`src/rtl/mem_copy_engine_pkg.sv`:
```
// Shared definitions for the memory copy engine.
//   state_e           : FSM state encoding
//   WORD_BYTES        : bytes per memory word
//   MEM_WORDS_DEFAULT : default depth of the target data memory
package mem_copy_engine_pkg;

  localparam int WORD_BYTES        = 4;
  localparam int MEM_WORDS_DEFAULT = 32;

  typedef enum logic [1:0] {
    ST_IDLE  = 2'd0,
    ST_READ  = 2'd1,
    ST_WRITE = 2'd2,
    ST_DONE  = 2'd3
  } state_e;

endpackage

```
`src/rtl/mem_copy_range_check.sv`:
```
// Combinational alignment and bounds check for a word-block access.
//   src_addr_i, dst_addr_i : byte addresses of the two regions
//   length_i               : block length in words
//   err_o                  : 1 if either address is misaligned or either
//                            region runs past MEM_WORDS (wrap counts as past)
module mem_copy_range_check
  import mem_copy_engine_pkg::*;
#(
  parameter int MEM_WORDS = MEM_WORDS_DEFAULT,
  parameter int LEN_W     = 6
) (
  input  logic [31:0]      src_addr_i,
  input  logic [31:0]      dst_addr_i,
  input  logic [LEN_W-1:0] length_i,
  output logic             err_o
);

  logic [32:0] len_ext;
  logic [32:0] src_end;
  logic [32:0] dst_end;
  logic        misalign;

  // 33-bit sums so a region wrapping past 2^32 can never look in range.
  assign len_ext  = {{(33-LEN_W){1'b0}}, length_i};
  assign src_end  = {3'b000, src_addr_i[31:2]} + len_ext;
  assign dst_end  = {3'b000, dst_addr_i[31:2]} + len_ext;
  assign misalign = (|src_addr_i[1:0]) | (|dst_addr_i[1:0]);

  assign err_o = misalign
               | (src_end > 33'(MEM_WORDS))
               | (dst_end > 33'(MEM_WORDS));

endmodule

```
`src/rtl/mem_copy_engine.sv`:
```
// Block copy engine: second initiator on the data memory port. Copies
// length_i words from src_addr_i to dst_addr_i, one access per cycle
// (read then write per word), ascending order.
//   clk_i, rst_i          : clock, synchronous active-high reset
//   start_i               : command strobe, honoured only in IDLE
//   src/dst_addr_i        : byte addresses, length_i : word count
//   busy_o, done_o        : activity flag, one-cycle completion pulse
//   error_o               : command rejected, held until next accepted start
//   words_done_o          : words written by current/last command
//   mem_*                 : data memory read/write port
module mem_copy_engine
  import mem_copy_engine_pkg::*;
#(
  parameter int MEM_WORDS = MEM_WORDS_DEFAULT,
  parameter int LEN_W     = 6
) (
  input  logic             clk_i,
  input  logic             rst_i,
  input  logic             start_i,
  input  logic [31:0]      src_addr_i,
  input  logic [31:0]      dst_addr_i,
  input  logic [LEN_W-1:0] length_i,
  output logic             busy_o,
  output logic             done_o,
  output logic             error_o,
  output logic [LEN_W-1:0] words_done_o,
  output logic [31:0]      mem_addr_o,
  output logic             mem_read_o,
  output logic             mem_write_o,
  output logic [31:0]      mem_wdata_o,
  input  logic [31:0]      mem_rdata_i
);

  state_e           state_q;
  logic [31:0]      src_q;
  logic [31:0]      dst_q;
  logic [LEN_W-1:0] len_q;
  logic [LEN_W-1:0] idx_q;
  logic [31:0]      buf_q;
  logic [LEN_W-1:0] words_done_q;
  logic             error_q;

  logic             cmd_err;
  logic [LEN_W-1:0] idx_nxt;
  logic [31:0]      idx_bytes;

  mem_copy_range_check #(
    .MEM_WORDS (MEM_WORDS),
    .LEN_W     (LEN_W)
  ) u_range_check (
    .src_addr_i (src_addr_i),
    .dst_addr_i (dst_addr_i),
    .length_i   (length_i),
    .err_o      (cmd_err)
  );

  assign idx_nxt   = idx_q + LEN_W'(1);
  assign idx_bytes = 32'(idx_q) * 32'(WORD_BYTES);

  always_ff @(posedge clk_i) begin
    if (rst_i) begin
      state_q      <= ST_IDLE;
      src_q        <= '0;
      dst_q        <= '0;
      len_q        <= '0;
      idx_q        <= '0;
      buf_q        <= '0;
      words_done_q <= '0;
      error_q      <= 1'b0;
    end else begin
      case (state_q)
        ST_IDLE: begin
          if (start_i) begin
            src_q        <= src_addr_i;
            dst_q        <= dst_addr_i;
            len_q        <= length_i;
            idx_q        <= '0;
            words_done_q <= '0;
            error_q      <= cmd_err;
            // Rejected and empty commands both finish without touching memory.
            if (cmd_err || (length_i == '0)) state_q <= ST_DONE;
            else                             state_q <= ST_READ;
          end
        end
        ST_READ: begin
          buf_q   <= mem_rdata_i;
          state_q <= ST_WRITE;
        end
        ST_WRITE: begin
          words_done_q <= words_done_q + LEN_W'(1);
          if (idx_nxt == len_q) begin
            state_q <= ST_DONE;
          end else begin
            idx_q   <= idx_nxt;
            state_q <= ST_READ;
          end
        end
        ST_DONE: state_q <= ST_IDLE;
        default: state_q <= ST_IDLE;
      endcase
    end
  end

  // Memory port is a pure decode of registered state/index/command, so the
  // address and data are stable for the whole cycle in which write is high.
  always_comb begin
    mem_addr_o  = '0;
    mem_wdata_o = '0;
    mem_read_o  = 1'b0;
    mem_write_o = 1'b0;
    case (state_q)
      ST_READ: begin
        mem_addr_o = src_q + idx_bytes;
        mem_read_o = 1'b1;
      end
      ST_WRITE: begin
        mem_addr_o  = dst_q + idx_bytes;
        mem_wdata_o = buf_q;
        mem_write_o = 1'b1;
      end
      default: ;
    endcase
  end

  assign busy_o       = (state_q != ST_IDLE);
  assign done_o       = (state_q == ST_DONE);
  assign error_o      = error_q;
  assign words_done_o = words_done_q;

endmodule

```
`config.mk`:
```
export PLATFORM = sky130hd
export DESIGN_NAME = mem_copy_engine
export DESIGN_NICKNAME = d
export VERILOG_FILES = /design/src/rtl/mem_copy_engine_pkg.sv /design/src/rtl/mem_copy_range_check.sv /design/src/rtl/mem_copy_engine.sv
export SDC_FILE = /design/constraint.sdc
export NUM_CORES = 1
export LEC_CHECK = 0
export CAP_MARGIN = 20
export CORE_MARGIN = 8
export CORE_UTILIZATION = 47
export CTS_CLUSTER_SIZE = 8
export DETAILED_ROUTE_END_ITERATION = 10
export PLACE_DENSITY = 0.81
export SETUP_SLACK_MARGIN = 0.05
export SYNTH_ARGS = -nofsm -noshare
export SYNTH_HDL_FRONTEND = slang
export SYNTH_SLANG_ARGS = --single-unit
```
`constraint.sdc`:
```
create_clock -name clk_i -period 6.4 [get_ports clk_i]
set_input_delay 1.28 -clock clk_i [delete_from_list [all_inputs] [get_ports clk_i]]
set_output_delay 1.28 -clock clk_i [all_outputs]
set_load 0.03 [all_outputs]
```
==> impl_metrics.py, run 1 <==
metrics = {
    "logic_synthesis": {
        "synth.most_common_cell": "nand2_1",
        "synth_area_leaders": "dfxtp_1, nand2_1, mux2i_1, a21oi_1, nor2_1",
        "syn_avg_cell_area_um2": 7.66,
        "ys_ff_latch": 117,
        "yosysWarnings": 0,
        "synth_top_area_share_pct": 30.2,
        "syn_inst": 1012,
        "syn_area_um2": 7750,
        "synthFlopType": "dfxtp_1",
        "synth_top_cell_by_area": "dfxtp_1",
        "yosys-top-cells-count": "nand2_1, dfxtp_1, nor2_1",
        "synth_cell_type_count": 77,
        "yosysSeqAreaShare_pct": 30.2,
        "synth_nets": 1145,
        "synth_edf_count": 0,
        "async_flop_share_pct": 0,
    },
    "layout": {
        "nets": 1292,
        "syn_to_final_growth_pct": 32.4,
        "drive_above_1_share_pct": 6.31,
        "num_antenna_cells": 0,
        "stdcell_count": 1392,
        "n_fill_cell": 1445,
        "final_util_pct": 62.8,
    },
    "critical_path": {
        "timing.rr.start": "state_q[0]$_SDFFE_PP0P_",
        "critPathLaunchType": "register",
        "reg2reg_to": "idx_q[3]$_SDFFE_PP0P_",
        "reg2reg_depth": 10,
        "crit_fanout": 49,
        "required_ps": 5120,
        "ff2ff_setup_slack_ps": 2860,
        "end_kind": "output pin",
        "worstSetupPathType": "reg2out",
        "worst_ep_arrival_time_ps": 4670,
    },
    "floorplan": {
        "die_y_um": 144,
        "core-area_um2": 16300,
        "pin_count": 180,
        "start_util_pct": 47.4,
        "num_rows": 47,
        "chipWidth_um": 144,
        "dieArea_um2": 20900,
    },
    "placement": {
        "dp_hpwl_mm": 18.5,
        "io_buffers": 179,
        "gp_congestion": 0.936,
        "dp_cells": 1360,
    },
    "global_routing": {
        "grt.total_usage_pct": 23.1,
        "grt_pass1_vias": 7262,
        "grt_overflow_total": 0,
        "antenna_found_initial": 0,
        "grt_pass1_wl_mm": 38.1,
        "grt_max_degree": 91,
    },
    "clock_network": {
        "clockRootBuffer": "clkbuf_16",
        "cts_made_buffers": 17,
        "post-cts-setup-buffers": 0,
        "cts_hold_buf": 0,
        "cts.clk_slew.worst_paths_ps": 60,
        "cts.sinks": 117,
        "clk_latency_ps": 410,
        "cts_resized": 0,
        "cts-htree-levels": 4,
        "clockBufferDepth": 2,
        "cts_tree": "done",
    },
    "timing": {
        "setup-tns-final_ps": 0,
        "max_freq_mhz": 168,
        "tightestPinTransition_ps": 960,
        "setup_viol": 0,
        "finalCritPeriodShare_pct": 93.0,
        "clock_skew_ps": 7.22,
        "slew_headroom_pct": 36.0,
        "drv_slew": 0,
        "fin_crit_ps": 5950,
        "hold_viol_final": 0,
        "rsz0062_at_grt": "no",
    },
    "hold_path": {
        "hold_class": "reg2reg",
        "holdPathStages": 2,
        "min_from": "src_q[7]$_SDFFE_PP0P_",
        "hold_end": "src_q[7]$_SDFFE_PP0P_",
    },
    "detailed_routing": {
        "routed_wl_mm": 24.6,
        "firstDrtPassIters": 5,
        "dr.first_iter.drc_count": 709,
        "vias_per_cell": 5.66,
        "wire_per_inst_um": 17.7,
        "drc_errors": 0,
        "antenna_left": 0,
        "vias": 7885,
    },
    "job": {
        "maxCapViolCount": 0,
    },
    "outcome": {
        "status": "complete, no violations",
    },
    "power": {
        "peakVddDrop_mv": 0.207,
        "powerDensity_nw_per_um2": 314,
        "power_leakage_nw": 3.76,
    },
}
[routing by layer]
layer | vias to the layer above | routed length, µm | GRT usage, %
met2 | 331 | 11400 | 35.9
met4 | 0 | 581 | 8.60
met5 | - | 0 | 0
met3 | 42 | 2080 | 4.52
met1 | 3669 | 10600 | 31.1
li1 | 3843 | - | -
[power by group]
group | total [mW] | internal [mW] | switching, mW
Sequential | 0.960 | 0.865 | 0.0950
Clock | 1.02 | 0.666 | 0.359
Combinational | 1.24 | 0.476 | 0.760
Total | 3.22 | 2.01 | 1.21
[cell usage in the layout (no fill, tap or decap), types with 5 or more instances in the layout]
cell type / netlist / routed
clkdlybuf4s50_1: 0 / 178
buf_4: 4 / 7
nor3_1: 20 / 20
and2_1: 40 / 39
nor2_1: 106 / 106
a21oi_1: 86 / 86
or2_2: 5 / 5
or3_1: 5 / 5
a22oi_1: 6 / 6
mux2_2: 9 / 9
nand2_1: 193 / 192
dfxtp_1: 117 / 117
xnor2_1: 22 / 22
nand3_1: 33 / 33
inv_1: 20 / 20
xor2_1: 26 / 26
nor2b_1: 9 / 9
nand4_1: 11 / 11
a211o_1: 5 / 5
o21ai_0: 23 / 22
clkbuf_16: 0 / 17
ha_1: 25 / 23
a211oi_1: 9 / 9
o2111ai_1: 9 / 9
nor4_1: 10 / 10
mux2i_1: 60 / 60
and3_1: 9 / 9
a21o_1: 10 / 10
a31oi_1: 9 / 9
[final cells by class]
cell class	count	area, µm²	area share, %
Inverter	21	78.8	0.768
Clock inverter	14	201	1.96
Sequential cell	117	2340	22.8
Timing Repair Buffer	185	1830	17.9
Tap cell	220	275	2.68
Multi-Input combinational cell	817	5090	49.6
Clock buffer	18	439	4.28
[stage by stage]
step	power, mW	instance area [µm²]	setup WS (ps)	hold slack [ps]
after floorplan	1.79	7750	124	433
after global placement	2.17	9620	930	441
after detailed placement	2.19	9620	856	444
after CTS	3.22	10300	412	453
after global routing	3.39	10300	198	465
final	3.22	10300	446	454
[worst max-delay path by stage]
| stage | start | endpoint | slack [ps] | depth (start not counted) |
|---|---|---|---|---|
| 4_1_cts | state_q[0]$_SDFFE_PP0P_ | mem_addr_o[30] | 410 | 15 |
| 6_report | state_q[0]$_SDFFE_PP0P_ | mem_addr_o[30] | 450 | 15 |
| 2_1_floorplan | state_q[0]$_SDFFE_PP0P_ | mem_addr_o[17] | 120 | 14 |
| 3_3_place_gp | state_q[0]$_SDFFE_PP0P_ | mem_addr_o[30] | 930 | 15 |
| 5_1_grt | state_q[0]$_SDFFE_PP0P_ | mem_addr_o[30] | 200 | 15 |
| 3_5_place_dp | state_q[0]$_SDFFE_PP0P_ | mem_addr_o[30] | 860 | 15 |
[registers in the layout (all words and copies together), names as in the netlist]
| signal | count |
|---|---|
| buf_q | 32 |
| dst_q | 32 |
| error_o | 1 |
| idx_q | 6 |
| len_q | 6 |
| src_q | 32 |
| state_q | 2 |
| words_done_o | 6 |
[cells by family (layout without fill, tap and decap cells)]
group	Yosys count	after routing	share of synthesized area (%)
simple gates	465	465	28.1
compound gates	206	206	17.6
flops	117	117	30.2
buf+inv	78	238	4.42
mux	69	69	9.05
xor+xnor	49	49	5.71
fa+ha+maj	28	28	4.81
[worst max-delay path: stages (launching register included)]
cell and delay [ps]:
dfxtp_1 330, inv_1 150, ha_4 500, mux2_2 250
ha_1 150, inv_1 50, fa_1 370, nor2b_1 150
o21ai_0 110, a21boi_0 370, o21a_1 180, o2111ai_1 240
or3_1 460, xnor2_1 140, nor2_1 100, clkdlybuf4s50_1 670
Note: power is estimated with default switching activity, not from simulation.
==> inputs of run 2 (changes only) <==
GPL_ROUTABILITY_DRIVEN = 0   (was not set)
==> run 2 against run 1 <==
Compared with the run above:
- setup slack worse by 45 ps
- critical path depth did not move
- clock power decreased by 15%
- final cell count about the same
- critical path type unchanged
==> impl_metrics.py, run 2 (same netlist as run 1, synthesis figures left out) <==
metrics = {
    "layout": {
        "syn_to_final_growth_pct": 31.2,
        "final_cell_mix": "nand2_1, clkdlybuf4s50_1, dfxtp_1, nor2_1, a21oi_1",
        "drive_above_1_share_pct": 6.39,
        "reg_top3": "buf_q (32), dst_q (32), src_q (32)",
        "num_antenna_cells": 0,
        "n_fill_cell": 1461,
        "mostFrequentLayoutCell": "nand2_1",
        "stdcell_count": 1393,
        "nets": 1293,
    },
    "clock_network": {
        "cts_made_buffers": 17,
        "cts.clk_slew.worst_paths_ps": 60,
        "clockBufferDepth": 2,
        "cts_tree": "done",
        "cts_hold_buf": 0,
        "cts-htree-levels": 4,
        "cts.sinks": 117,
        "clk_latency_ps": 410,
        "post-cts-setup-buffers": 0,
        "cts_resized": 0,
        "clockRootBuffer": "clkbuf_16",
    },
    "critical_path": {
        "reg2reg_to": "idx_q[4]$_SDFFE_PP0P_",
        "path_cells": "inv_1 > ha_4 > mux2_2 > ha_1 > inv_1 > fa_1 > nor2b_1 > o21ai_0 > a21boi_0 > o21ai_0 > a211oi_1 > nand3_1 > xnor2_1 > nor2_1 > clkdlybuf4s50_1",
        "crit_family": "compound AO/OA/AOI/OAI gates",
        "worst_ep_arrival_time_ps": 4720,
        "cpPeakStageDelay_ps": 690,
        "crit_slowest_cell": "clkdlybuf4s50_1",
        "reg2reg_depth": 10,
        "crit_fanout": 47,
        "end_kind": "output pin",
        "required_ps": 5120,
        "timing.rr.start": "state_q[0]$_SDFFE_PP0P_",
        "worstSetupPathType": "reg2out",
        "critPathLaunchType": "register",
        "ff2ff_setup_slack_ps": 3220,
        "crit_buf_inv": 3,
    },
    "floorplan": {
        "num_rows": 47,
        "chipWidth_um": 144,
        "start_util_pct": 47.4,
        "dieArea_um2": 20900,
        "die_y_um": 144,
        "pin_count": 180,
        "core-area_um2": 16300,
    },
    "placement": {
        "io_buffers": 179,
        "dp_slack_ps": 832,
        "dp_hpwl_mm": 18.8,
        "dp_cells": 1361,
    },
    "hold_path": {
        "hold_class": "reg2reg",
        "min_from": "src_q[28]$_SDFFE_PP0P_",
        "holdPathStages": 2,
        "hold_end": "src_q[28]$_SDFFE_PP0P_",
    },
    "detailed_routing": {
        "firstDrtPassIters": 6,
        "wire_per_inst_um": 17.7,
        "routed_wl_mm": 24.6,
        "dr.first_iter.drc_count": 754,
        "antenna_left": 0,
        "vias": 7899,
        "vias_per_cell": 5.67,
        "drc_errors": 0,
    },
    "power": {
        "p_clk_share_pct": 28.3,
        "p_int_mw": 1.85,
        "power_leakage_nw": 3.71,
        "peakVddDrop_mv": 0.193,
        "totalPowerFinal_mw": 3.06,
        "switching_share_pct": 39.6,
        "powerDensity_nw_per_um2": 301,
        "power.share.combinational_pct": 40.1,
        "pwr-share-seq_pct": 31.5,
        "switchingPower_mw": 1.21,
    },
    "global_routing": {
        "grt.total_usage_pct": 23.1,
        "grt_max_degree": 89,
        "antenna_found_initial": 0,
        "grt_pass1_wl_mm": 38.2,
        "grt_overflow_total": 0,
        "grt_pass1_vias": 7371,
    },
    "timing": {
        "setup-tns-final_ps": 0,
        "clock_skew_ps": 4.27,
        "drv_slew": 0,
        "slew_headroom_pct": 38.6,
        "max_freq_mhz": 167,
        "setup_ws_ps": 401,
        "hold_viol_final": 0,
        "fin_crit_ps": 6000,
        "rsz0062_at_grt": "no",
        "setup_viol": 0,
        "finalCritPeriodShare_pct": 93.7,
        "tightestPinTransition_ps": 921,
    },
    "job": {
        "maxCapViolCount": 0,
    },
    "outcome": {
        "status": "complete, no violations",
    },
}
==> run 2: changes by cell type in the layout (fill, tap and decap cells not counted), moves of 2 or more <==
cell        delta
clkinv_2       +2
clkinv_4       -3
clkinvlp_4     +3
bufinv_16      -4
inv_6          +3
==> run 2: worst register-to-register path: stages (launching register included) <==
cell	delay (ps)
dfxtp_1	340
inv_1	160
ha_4	470
buf_4	370
clkinv_1	370
a2111oi_0	410
nand4b_1	240
nand2_1	270
nor2_1	130
a22oi_1	200
nor2_1	60
==> run 2: layout make-up <==
cell class | count | area (µm²) | area share (%)
Clock buffer | 18 | 439 | 4.32
Clock inverter | 14 | 103 | 1.01
Inverter | 21 | 78.8 | 0.775
Multi-Input combinational cell | 817 | 5090 | 50.1
Sequential cell | 117 | 2340 | 23.0
Tap cell | 220 | 275 | 2.71
Timing Repair Buffer | 186 | 1840 | 18.1
==> run 2: worst max path at each step <==
stage	depth (start not counted)	end	startpoint
6_report	15	mem_addr_o[24]	state_q[0]$_SDFFE_PP0P_
5_1_grt	15	mem_addr_o[24]	state_q[0]$_SDFFE_PP0P_
4_1_cts	15	mem_addr_o[24]	state_q[0]$_SDFFE_PP0P_
3_5_place_dp	15	mem_addr_o[24]	state_q[0]$_SDFFE_PP0P_
3_3_place_gp	15	mem_addr_o[24]	state_q[0]$_SDFFE_PP0P_
2_1_floorplan	14	mem_addr_o[17]	state_q[0]$_SDFFE_PP0P_
==> run 2: power by group through the flow <==
stage	combinational [mW]	sequential, mW	clock, mW
after global routing	1.34	0.980	0.906
final	1.23	0.965	0.867
after floorplan	0.845	0.946	0
after global placement	1.20	0.969	0
after CTS	1.23	0.961	0.869
after detailed placement	1.22	0.975	0
==> run 2: layer usage <==
layer | vias up | global-route usage, % | wire length [µm]
li1 | 3843 | - | -
met3 | 38 | 4.69 | 2260
met2 | 342 | 37.1 | 11400
met5 | - | 0 | 0
met1 | 3676 | 30.7 | 10600
met4 | 0 | 6.90 | 434
==> run 2: per-stage QoR <==
| step | hold slack, ps | util, % | instance area [µm²] |
|---|---|---|---|
| 2_1_floorplan | 433 | - | 7750 |
| 3_3_place_gp | 443 | 58.9 | 9630 |
| 3_5_place_dp | 448 | 58.9 | 9630 |
| 4_1_cts | 456 | 62.2 | 10200 |
| 5_1_grt | 482 | 62.2 | 10200 |
| 6_report | 456 | 62.2 | 10200 |
==> inputs of run 3 (changes only) <==
CORE_UTILIZATION = 55   (was 47)
PLACE_DENSITY = 0.92   (was 0.81)
clock period = 7.3 ns   (was 6.4 ns; I/O delays follow)
==> run 3 against run 2 <==
Compared with the run above:
- hold slack barely moved
- sequential share of layout area barely moved
- sequential power fell by 12%
- final cell count fell by 3.0%
- setup slack improved by 740 ps
- critical path type unchanged
- highest routed layer is now met5
==> impl_metrics.py, run 3 (same netlist as run 1, synthesis figures left out) <==
metrics = {
    "placement": {
        "dp_slack_ps": 1710,
        "io_buffers": 179,
        "dpl_cell_area_um2": 9570,
        "dp_hpwl_mm": 18.6,
    },
    "layout": {
        "final_cell_mix": "nand2_1, clkdlybuf4s50_1, dfxtp_1, nor2_1, a21oi_1",
        "syn_to_final_growth_pct": 31.2,
        "num_antenna_cells": 0,
        "mostFrequentLayoutCell": "nand2_1",
        "final_util_pct": 73.6,
        "nets": 1292,
        "fin_area_um2": 10200,
        "reg_top3": "buf_q (32), dst_q (32), src_q (32)",
        "drive_above_1_share_pct": 6.06,
    },
    "floorplan": {
        "pin_count": 180,
        "start_util_pct": 56.1,
        "core-area_um2": 13800,
        "num_rows": 43,
        "die_y_um": 135,
        "chipWidth_um": 135,
        "dieArea_um2": 18200,
    },
    "critical_path": {
        "worstSetupPathType": "reg2out",
        "crit_buf_inv": 3,
        "crit_fanout": 68,
        "crit_slowest_cell": "clkdlybuf4s50_1",
        "worst_ep_arrival_time_ps": 4700,
        "crit_family": "buffers and inverters",
        "path_cells": "inv_1 > ha_4 > buf_4 > mux2i_1 > a211oi_1 > nand3_1 > or2_2 > or3_1 > xnor2_1 > nor2_1 > clkdlybuf4s50_1",
        "critPathLaunchType": "register",
        "cpPeakStageDelay_ps": 680,
        "end_kind": "output pin",
        "required_ps": 5840,
    },
    "global_routing": {
        "grt_pass1_wl_mm": 40.6,
        "antenna_found_initial": 0,
        "grt_max_degree": 97,
        "grt_overflow_total": 0,
        "grt.total_usage_pct": 27.7,
        "grt_pass1_vias": 7801,
    },
    "timing": {
        "rsz0062_at_grt": "no",
        "clock_skew_ps": 6.44,
        "tightestPinTransition_ps": 994,
        "drv_slew": 0,
        "max_freq_mhz": 162,
        "setup_viol": 0,
        "fin_crit_ps": 6160,
        "finalCritPeriodShare_pct": 84.3,
        "setup-tns-final_ps": 0,
        "setup_ws_ps": 1140,
        "slew_headroom_pct": 33.7,
        "hold_viol_final": 0,
    },
    "clock_network": {
        "clk_latency_ps": 420,
        "cts.sinks": 117,
        "clockRootBuffer": "clkbuf_16",
        "cts_resized": 0,
        "cts_tree": "done",
        "clockBufferDepth": 2,
        "cts_made_buffers": 17,
        "cts-htree-levels": 4,
        "cts_hold_buf": 0,
        "cts.clk_slew.worst_paths_ps": 50,
        "post-cts-setup-buffers": 0,
    },
    "detailed_routing": {
        "vias_per_cell": 6.15,
        "routed_wl_mm": 25.9,
        "drc_errors": 0,
        "antenna_left": 0,
        "vias": 8312,
        "wire_per_inst_um": 19.1,
        "dr.first_iter.drc_count": 1134,
        "firstDrtPassIters": 7,
    },
    "hold_path": {
        "hold_class": "reg2reg",
    },
    "outcome": {
        "status": "complete, no violations",
    },
    "power": {
        "power_leakage_nw": 3.75,
        "powerDensity_nw_per_um2": 276,
        "peakVddDrop_mv": 0.213,
    },
    "job": {
        "maxCapViolCount": 0,
    },
}
## run 3: cell count changes in the layout (fill, tap and decap cells not counted), moves of 2 or more
| cell | previous run | this run |
|---|---|---|
| clkinvlp_4 | 7 | 1 |
| bufinv_16 | 0 | 4 |
| inv_6 | 4 | 0 |
| clkinv_2 | 3 | 6 |
| clkbuf_1 | 0 | 2 |
## run 3: through the flow
step / std cells / total power, mW / hold WS, ps
4_1_cts: 1351 / 2.79 / 456
6_report: 1351 / 2.80 / 456
2_1_floorplan: 1012 / 1.57 / 433
3_5_place_dp: 1320 / 1.92 / 448
3_3_place_gp: 1320 / 1.89 / 441
5_1_grt: 1351 / 2.93 / 469
## run 3: path summary, 6_finish.rpt
path / depth (start not counted) / from / slack [ps] / endpoint
setup / recovery: 11 / state_q[0]$_SDFFE_PP0P_ / 1140 / mem_addr_o[30]
hold / removal: 2 / src_q[20]$_SDFFE_PP0P_ / 460 / src_q[20]$_SDFFE_PP0P_
setup reg to reg: 9 / state_q[0]$_SDFFE_PP0P_ / 3580 / idx_q[2]$_SDFFE_PP0P_
hold reg to reg: 2 / src_q[20]$_SDFFE_PP0P_ / 460 / src_q[20]$_SDFFE_PP0P_
## run 3: tightest hold or removal path, stage by stage (launching register included)
cell and delay, ps:
dfxtp_1 310, nand2_1 50, a21oi_1 50
## run 3: metal layers
metal / share of wire (%) / track usage [%] / up-vias / wire, µm
met5: 0.097 / 0 / - / 25
met3: 11 / 7.80 / 88 / 2860
met2: 47 / 44.2 / 532 / 12200
li1: - / - / 3844 / -
met4: 3.5 / 11.7 / 2 / 894
met1: 38 / 34.1 / 3846 / 9910
## run 3: power by group
part	leakage, nW	internal (mW)	switching [mW]
registers	0.956	0.759	0.0870
logic	2.50	0.417	0.682
clock network	0.299	0.573	0.285
## run 3: cell type report
class / instances / area, µm²
clock buffer: 20 / 447
clock inverter: 11 / 158
fill: 939 / 3650
inverter: 21 / 78.8
multi-input combinational: 817 / 5090
sequential: 117 / 2340
tap: 180 / 225
timing repair buffer: 185 / 1830
